File: src/rtl/regfile_mp.sv
// Parametrised multi-port integer register file with KSP aliasing,
// same-cycle write bypass and a post-reset clearing FSM.
// Ports: clk, rst_n, raddr/read_no_alias/rdata/parity_err (read side),
// wen/waddr/wdata/write_no_alias (write side), kmode, stall,
// init_busy, ret_val (entry 1).
// Optional build macro: REGFILE_PARITY_EN (stored even parity + check).
module regfile_mp #(
  parameter int XLEN      = 32,
  parameter int NREG      = 32,
  parameter int NRD       = 2,
  parameter int NWR       = 2,
  parameter int ALIAS_REG = NREG - 1,
  localparam int AW       = $clog2(NREG)
) (
  input  logic              clk,
  input  logic              rst_n,
  input  logic [NRD*AW-1:0] raddr,
  input  logic [NRD-1:0]    read_no_alias,
  output logic [NRD*XLEN-1:0] rdata,
  input  logic [NWR-1:0]    wen,
  input  logic [NWR*AW-1:0] waddr,
  input  logic [NWR*XLEN-1:0] wdata,
  input  logic [NWR-1:0]    write_no_alias,
  input  logic              kmode,
  input  logic              stall,
  output logic              init_busy,
  output logic [NRD-1:0]    parity_err,
  output logic [XLEN-1:0]   ret_val
);

  typedef enum logic {
    S_CLEAR,
    S_READY
  } state_t;

  state_t          r_state;
  state_t          w_state_nxt;
  logic [AW-1:0]   r_clr_ptr;
  logic            w_busy;

  logic [XLEN-1:0] r_mem [NREG];
  logic [XLEN-1:0] r_ksp;
  logic [NRD*XLEN-1:0] r_rdata;

  logic [AW-1:0]   w_wa [NWR];
  logic [XLEN-1:0] w_wd [NWR];
  logic [NWR-1:0]  w_wk;
  logic [NWR-1:0]  w_wv;

  logic [AW-1:0]   w_ra [NRD];
  logic [NRD-1:0]  w_rk;
  logic [NRD-1:0]  w_rz;
  logic [NRD-1:0]  w_byp;
  logic [XLEN-1:0] w_bd [NRD];
  logic [XLEN-1:0] w_stale [NRD];

  // Clear FSM
  always_ff @(posedge clk or negedge rst_n) begin
    if (!rst_n) begin
      r_state   <= S_CLEAR;
      r_clr_ptr <= '0;
    end else begin
      r_state <= w_state_nxt;
      if (r_state == S_CLEAR)
        r_clr_ptr <= r_clr_ptr + 1'b1;
    end
  end

  always_comb begin
    w_state_nxt = r_state;
    w_busy      = 1'b0;
    unique case (r_state)
      S_CLEAR: begin
        w_busy = 1'b1;
        if (r_clr_ptr == AW'(NREG - 1))
          w_state_nxt = S_READY;
      end
      S_READY: w_state_nxt = S_READY;
      default: w_state_nxt = S_CLEAR;
    endcase
  end

  assign init_busy = w_busy;

  // Write-port decode; w_wv marks a live write to a real target
  always_comb begin
    for (int p = 0; p < NWR; p++) begin
      w_wa[p] = waddr[p*AW +: AW];
      w_wd[p] = wdata[p*XLEN +: XLEN];
      w_wk[p] = kmode && !write_no_alias[p]
                && (w_wa[p] == AW'(ALIAS_REG));
      w_wv[p] = wen[p] && !w_busy
                && (w_wk[p] || (w_wa[p] != '0));
    end
  end

`ifdef REGFILE_PARITY_EN
  logic r_par [NREG];
  logic r_ksp_par;
`endif

  // Array has no reset; the clear FSM zeroes it after reset.
  // Ascending port loop: last (highest) port wins on collisions.
  always_ff @(posedge clk) begin
    if (w_busy) begin
      r_mem[r_clr_ptr] <= '0;
`ifdef REGFILE_PARITY_EN
      r_par[r_clr_ptr] <= 1'b0;
`endif
    end else begin
      for (int p = 0; p < NWR; p++) begin
        if (w_wv[p] && !w_wk[p]) begin
          r_mem[w_wa[p]] <= w_wd[p];
`ifdef REGFILE_PARITY_EN
          r_par[w_wa[p]] <= ^w_wd[p];
`endif
        end
      end
    end
  end

  always_ff @(posedge clk or negedge rst_n) begin
    if (!rst_n) begin
      r_ksp <= '0;
`ifdef REGFILE_PARITY_EN
      r_ksp_par <= 1'b0;
`endif
    end else begin
      for (int p = 0; p < NWR; p++) begin
        if (w_wv[p] && w_wk[p]) begin
          r_ksp <= w_wd[p];
`ifdef REGFILE_PARITY_EN
          r_ksp_par <= ^w_wd[p];
`endif
        end
      end
    end
  end

  // Read target resolution and bypass from the winning write
  always_comb begin
    for (int i = 0; i < NRD; i++) begin
      w_ra[i]    = raddr[i*AW +: AW];
      w_rk[i]    = kmode && !read_no_alias[i]
                   && (w_ra[i] == AW'(ALIAS_REG));
      w_rz[i]    = !w_rk[i] && (w_ra[i] == '0);
      w_stale[i] = w_rk[i] ? r_ksp : r_mem[w_ra[i]];
      w_byp[i]   = 1'b0;
      w_bd[i]    = '0;
      for (int p = 0; p < NWR; p++) begin
        if (w_wv[p] && (w_wk[p] == w_rk[i])
            && (w_rk[i] || (w_wa[p] == w_ra[i]))) begin
          w_byp[i] = 1'b1;
          w_bd[i]  = w_wd[p];
        end
      end
    end
  end

  always_ff @(posedge clk or negedge rst_n) begin
    if (!rst_n) begin
      r_rdata <= '0;
    end else if (!stall) begin
      for (int i = 0; i < NRD; i++) begin
        if (w_busy || w_rz[i])
          r_rdata[i*XLEN +: XLEN] <= '0;
        else if (w_byp[i])
          r_rdata[i*XLEN +: XLEN] <= w_bd[i];
        else
          r_rdata[i*XLEN +: XLEN] <= w_stale[i];
      end
    end
  end

  assign rdata = r_rdata;

`ifdef REGFILE_PARITY_EN
  logic [NRD-1:0] r_perr;
  logic           w_spar [NRD];

  always_comb begin
    for (int i = 0; i < NRD; i++)
      w_spar[i] = w_rk[i] ? r_ksp_par : r_par[w_ra[i]];
  end

  always_ff @(posedge clk or negedge rst_n) begin
    if (!rst_n) begin
      r_perr <= '0;
    end else if (!stall) begin
      for (int i = 0; i < NRD; i++) begin
        if (w_busy || w_rz[i] || w_byp[i])
          r_perr[i] <= 1'b0;
        else
          r_perr[i] <= (^w_stale[i]) ^ w_spar[i];
      end
    end
  end

  assign parity_err = r_perr;
`else
  assign parity_err = '0;
`endif

  // Architectural entry 1 only, never KSP, never bypassed
  assign ret_val = r_mem[1];

endmodule

File: config.mk
export PLATFORM = sky130hd
export DESIGN_NAME = regfile_mp
export DESIGN_NICKNAME = d
export VERILOG_FILES = /design/src/rtl/regfile_mp.sv
export SDC_FILE = /design/constraint.sdc
export NUM_CORES = 2
export LEC_CHECK = 0
export ABC_AREA = 1
export ABC_CLOCK_PERIOD_IN_PS = 9000
export CORE_UTILIZATION = 53
export CTS_CLUSTER_SIZE = 10
export DETAILED_ROUTE_END_ITERATION = 12
export HOLD_SLACK_MARGIN = 0.02
export PLACE_DENSITY = 0.69
export SLEW_MARGIN = 20
export SYNTH_ARGS = -nofsm -noshare
export SYNTH_HDL_FRONTEND = slang
export SYNTH_SLANG_ARGS = --single-unit
File: constraint.sdc
create_clock -name clk -period 9 [get_ports clk]
set_input_delay 0.9 -clock clk [delete_from_list [all_inputs] [get_ports clk]]
set_output_delay 0.9 -clock clk [all_outputs]
set_load 0.03 [all_outputs]
# After elaboration in Yosys (flattened, before gate mapping)
# Memory sizes are Yosys's and may differ from the RTL's.
# Index checks and enable logic that the tools add are counted.
classes:
  addsub: 1
  eq_ne: 13
  mux: 28
  bitwise_logic: 1
  n_reduce_logical: 48
op_table:
  columns: ["cell", "n"]
  rows:
  - ["two-way mux 32 bit", 13]
  - ["OR reduction 32 bit", 1]
  - ["logical AND 1 bit", 26]
  - ["== test 5 bit, second input constant", 5]
  - ["== test 5 bit", 4]
  - ["two-way mux 1 bit", 13]
  - ["zero test 5 bit", 2]
  - ["nonzero test 5 bit", 2]
  - ["zero test 1 bit", 8]
  - ["logical OR 1 bit", 8]
  - ["adder 5 x 1 -> 5 bit, second input constant", 1]
  - ["two-way mux 5 bit", 1]
  - ["== test 1 bit", 4]
  - ["one-hot mux 1 bit (2 select lines)", 1]
  - ["nonzero test 2 bit", 1]
  - ["NOT 1 bit", 1]
word_totals:
  regBits: 102
  ram_bits: 1024
  output_inout_bits: 99
  word_cells: 96
  n_memories: 1
mem_list:
  columns: ["name", "words", "word_bits", "read_ports", "rd_clocked_by_memory_dff", "wr", "line_no", "text"]
  rows:
  - ["r_mem", 32, 32, 3, 0, 2, "41", "logic [XLEN-1:0] r_mem [NREG];"]

# Longest topological paths before layout
depth:
  word_depth: 11
  depth_mapped: 17

# Worst setup path after synthesis
# Ideal clock, no wire load.
synth_path:
  kind: "input to register"
  startpoint: "input waddr[1]"
  endpoint: "memory r_mem[28][0], enable pin"
  setup_time_ns: 0.466
  arrival_ns: 4.391
  required_ns: 8.534
  path_slack_ns: 4.143
  cell_stages: 12
  path_cell_list: "clkbuf_2 > nand2_1 > nor2_1 > nand3_1 > nand3_2 > buf_2 > nand2_1 > o21ai_1 > inv_1 > nor2_1 > nand2_1 > o21ai_0"
synth_lines:
  columns: ["element", "line_no", "text"]
  rows:
  - ["from (decl)", "21", "input logic [NWR*AW-1:0] waddr,"]
  - ["to (decl)", "41", null]

==> metrics <==
status finished clean; final slew viol count 0; Initial DRC Count 10400; Distinct cells, synth 35; post-synthesis mux area share 0%; CP Max Fanout 22; Final Hold Vio Count 0; synthesized flop and latch total about 1100; Reg area roughly 33000 sq um; Finished Cell Area 75100 sq um; final setup violation count 0; worst rel slew slack 18.6%; initial antenna violation count 10; worst reg2reg endpoint r_mem[9][17]; multi-input logic area 30500 sq um; 1st-pass router iterations 7; GRT Resource Usage Total 43.0%; r2r setup slk 3.54 ns; CP max stage cell o21ai_4; xor/xnor share of the synthesized area 0.165%; CTS root buffer clkbuf_16; syn_area_per_cell 7.64 sq um; R2R Path Start r_state; Final GP Congestion 0.953; clock-pin slew reported for the worst setup and hold paths after clock tree synthesis about 0.050 ns; placed cells 10200; nets 8703; min Tclk post-route 5.77 ns; Clock Skew around 0.02 ns; final wirelength approximately 290 mm; register area share after synthesis 48.3%; largest family of logic cells by synthesized area simple AND/OR/NAND/NOR gates; Hold Crit Class in2async; Rows 131; total die area 131000 sq um; DR DRC count 0; DP Area approximately 70000 sq um; Via-to-Cell Ratio 6.49; starting density of the core 53.7%; Tcrit/Tclk final 64.1%; CTS tree yes; RSZ-0062 raised after global routing false; peak supply drop slightly below 0.2 mV; WP data required about 9.5 ns; Synth Area in Simple Gates 24.8%; Non-Filler Instances 10400; arrival time at the worst endpoint around 6.3 ns; crit-path max cell delay ~1.0 ns; fillcell total between 10000 and 15000; largest net degree at the start of global routing 179; Synth Cell Area 68900 sq um; Syn-to-layout area delta 9.06%; share of cells above drive strength 1 about 5.8%; number of global-route vias before repair 62700; most frequent cells in the layout 2586 x nand2_1, 1379 x o21ai_0, 1024 x edfxtp_1, 778 x nand3_1, 532 x nor2_1; Max clock buf depth 3; R2R depth 10; cts hold-fix bufs 0; # IOs 193; crit-path most repeated cell nand2_1; # port buffers 190; Clock Latency Late Sink 0.79 ns; first-pass GRT wire length ~420 mm; H-tree depth 4; Die W 363 um; CTS Buf Count 135; Clock Sinks 1126; endpoint type of the worst setup path flop; antenna viol nets, final 0; setup bufs post-CTS 0; DP Wirelength 170 mm; max-cap check violation count 0; yosys warns 0; commonest non-fill, non-tap cell in the layout nand2_1; post-CTS resize count 0; CP startpoint kind input pin; vias post-DR approximately 67000; PD cells 173 nW/um^2; cells after synthesis 9014; drt wl/cell 27.7 um; TNS Setup 0 ns; core area 128000 sq um; Worst Tran Pin Value between 1 and 1.5 ns; Crit Path Category in2reg; Compound-Gate Fraction of Synth Area 18.2%; Pleak between 20 and 30 nW; crit path cell chain clkdlybuf4s50_1, nand2_1, nor2_1, nand3_1, nand3_2, buf_4, nand2_1, o21ai_1, inv_1, nor2_1, nand2_1, o21ai_4, buf_4; Overflow after GRT 0; fmax 173 MHz; Die Span Y roughly 360 um; Synth Area in Adders less than 1%
[routing by layer]
layer	up-vias	wire (um)	GRT usage [%]
li1	29700	-	-
met1	31300	100000	52.9
met2	5148	124000	64.6
met3	1273	36400	9.79
met4	10	27600	35.7
met5	-	75	0
[stage by stage]
step           util, %  setup WS, ns  power [W]  hold slack [ns]
3_5_place_dp      55.6          3.06    0.00787            0.465
6_report          58.6          3.23     0.0130           0.0968
3_3_place_gp      55.5          2.98    0.00783            0.466
4_1_cts           58.6          3.88     0.0129           0.0903
5_1_grt           58.6          3.19     0.0133            0.131
2_1_floorplan        -          4.14    0.00708            0.477
[kinds of logic (layout without fill, tap and decap cells)]
| logic type | Yosys count | after routing |
|---|---|---|
| other | 1 | 7 |
| XOR/XNOR | 13 | 13 |
| AND/OR/NAND/NOR | 4153 | 4153 |
| flip-flops | 1126 | 1126 |
| adder cells (fa/ha/maj) | 2 | 2 |
| AO/OA/AOI/OAI | 2295 | 2295 |
| buffers and inverters | 1424 | 1073 |
[synthesized netlist by cell type (all sizes together)]
master / count / share of area [%]
a21oi: 394 / 2.9
buf: 326 / 2.5
clkbuf: 581 / 3.2
clkinv: 3 / 0.016
conb: 1 / 0.0054
dfrtp: 102 / 3.7
edfxtp: 1024 / 45
ha: 2 / 0.036
inv: 514 / 2.8
nand2: 2621 / 14
nand3: 782 / 5.7
nand3b: 72 / 0.78
nand4: 11 / 0.10
nor2: 572 / 3.1
nor3: 79 / 0.58
o211ai: 358 / 3.9
o21ai: 1511 / 11
o21bai: 1 / 0.011
o311ai: 31 / 0.39
or2: 16 / 0.15
xnor2: 7 / 0.089
xor2: 6 / 0.076
[final cells by class]
class	count	share of cell area (%)
clock buffers	176	4.98
well taps	1729	2.88
clock inverters	18	0.182
inverters	517	2.62
flip-flops and latches	1126	44.3
repair buffers	362	4.37
multi-input cells	6465	40.6
diodes	5	0.0167
[where the power goes]
group          switching, W  leakage, nW  internal (W)
Combinational       0.00148         15.7      0.000523
Sequential        0.0000445         12.0       0.00581
Clock               0.00225         1.89       0.00288
[flip-flops by register name, indices dropped and copies added, names as in the netlist]
signal	flops
r_mem	1024
rdata	64
r_ksp	32
r_clr_ptr	5
r_state	1
[how the worst max path moves through the flow]
stage | from | endpoint | depth (start not counted) | slack (ns)
after global routing | waddr[1] | r_mem[9][17] | 13 | 3.19
after global placement | waddr[1] | r_mem[9][19] | 13 | 2.98
after detailed placement | waddr[1] | r_mem[9][18] | 13 | 3.06
final | waddr[1] | r_mem[9][17] | 13 | 3.23
after CTS | waddr[1] | r_mem[9][17] | 13 | 3.88
after floorplan | waddr[1] | r_mem[28][0] | 12 | 4.14
[critical path: cells and delay by family]
kind                   cells  cell delay, ns
AOI/OAI and AO/OA          2            1.29
and+or+nand+nor            7            2.29
buffers and inverters      4            1.74
(Power assumes the default switching activity.)
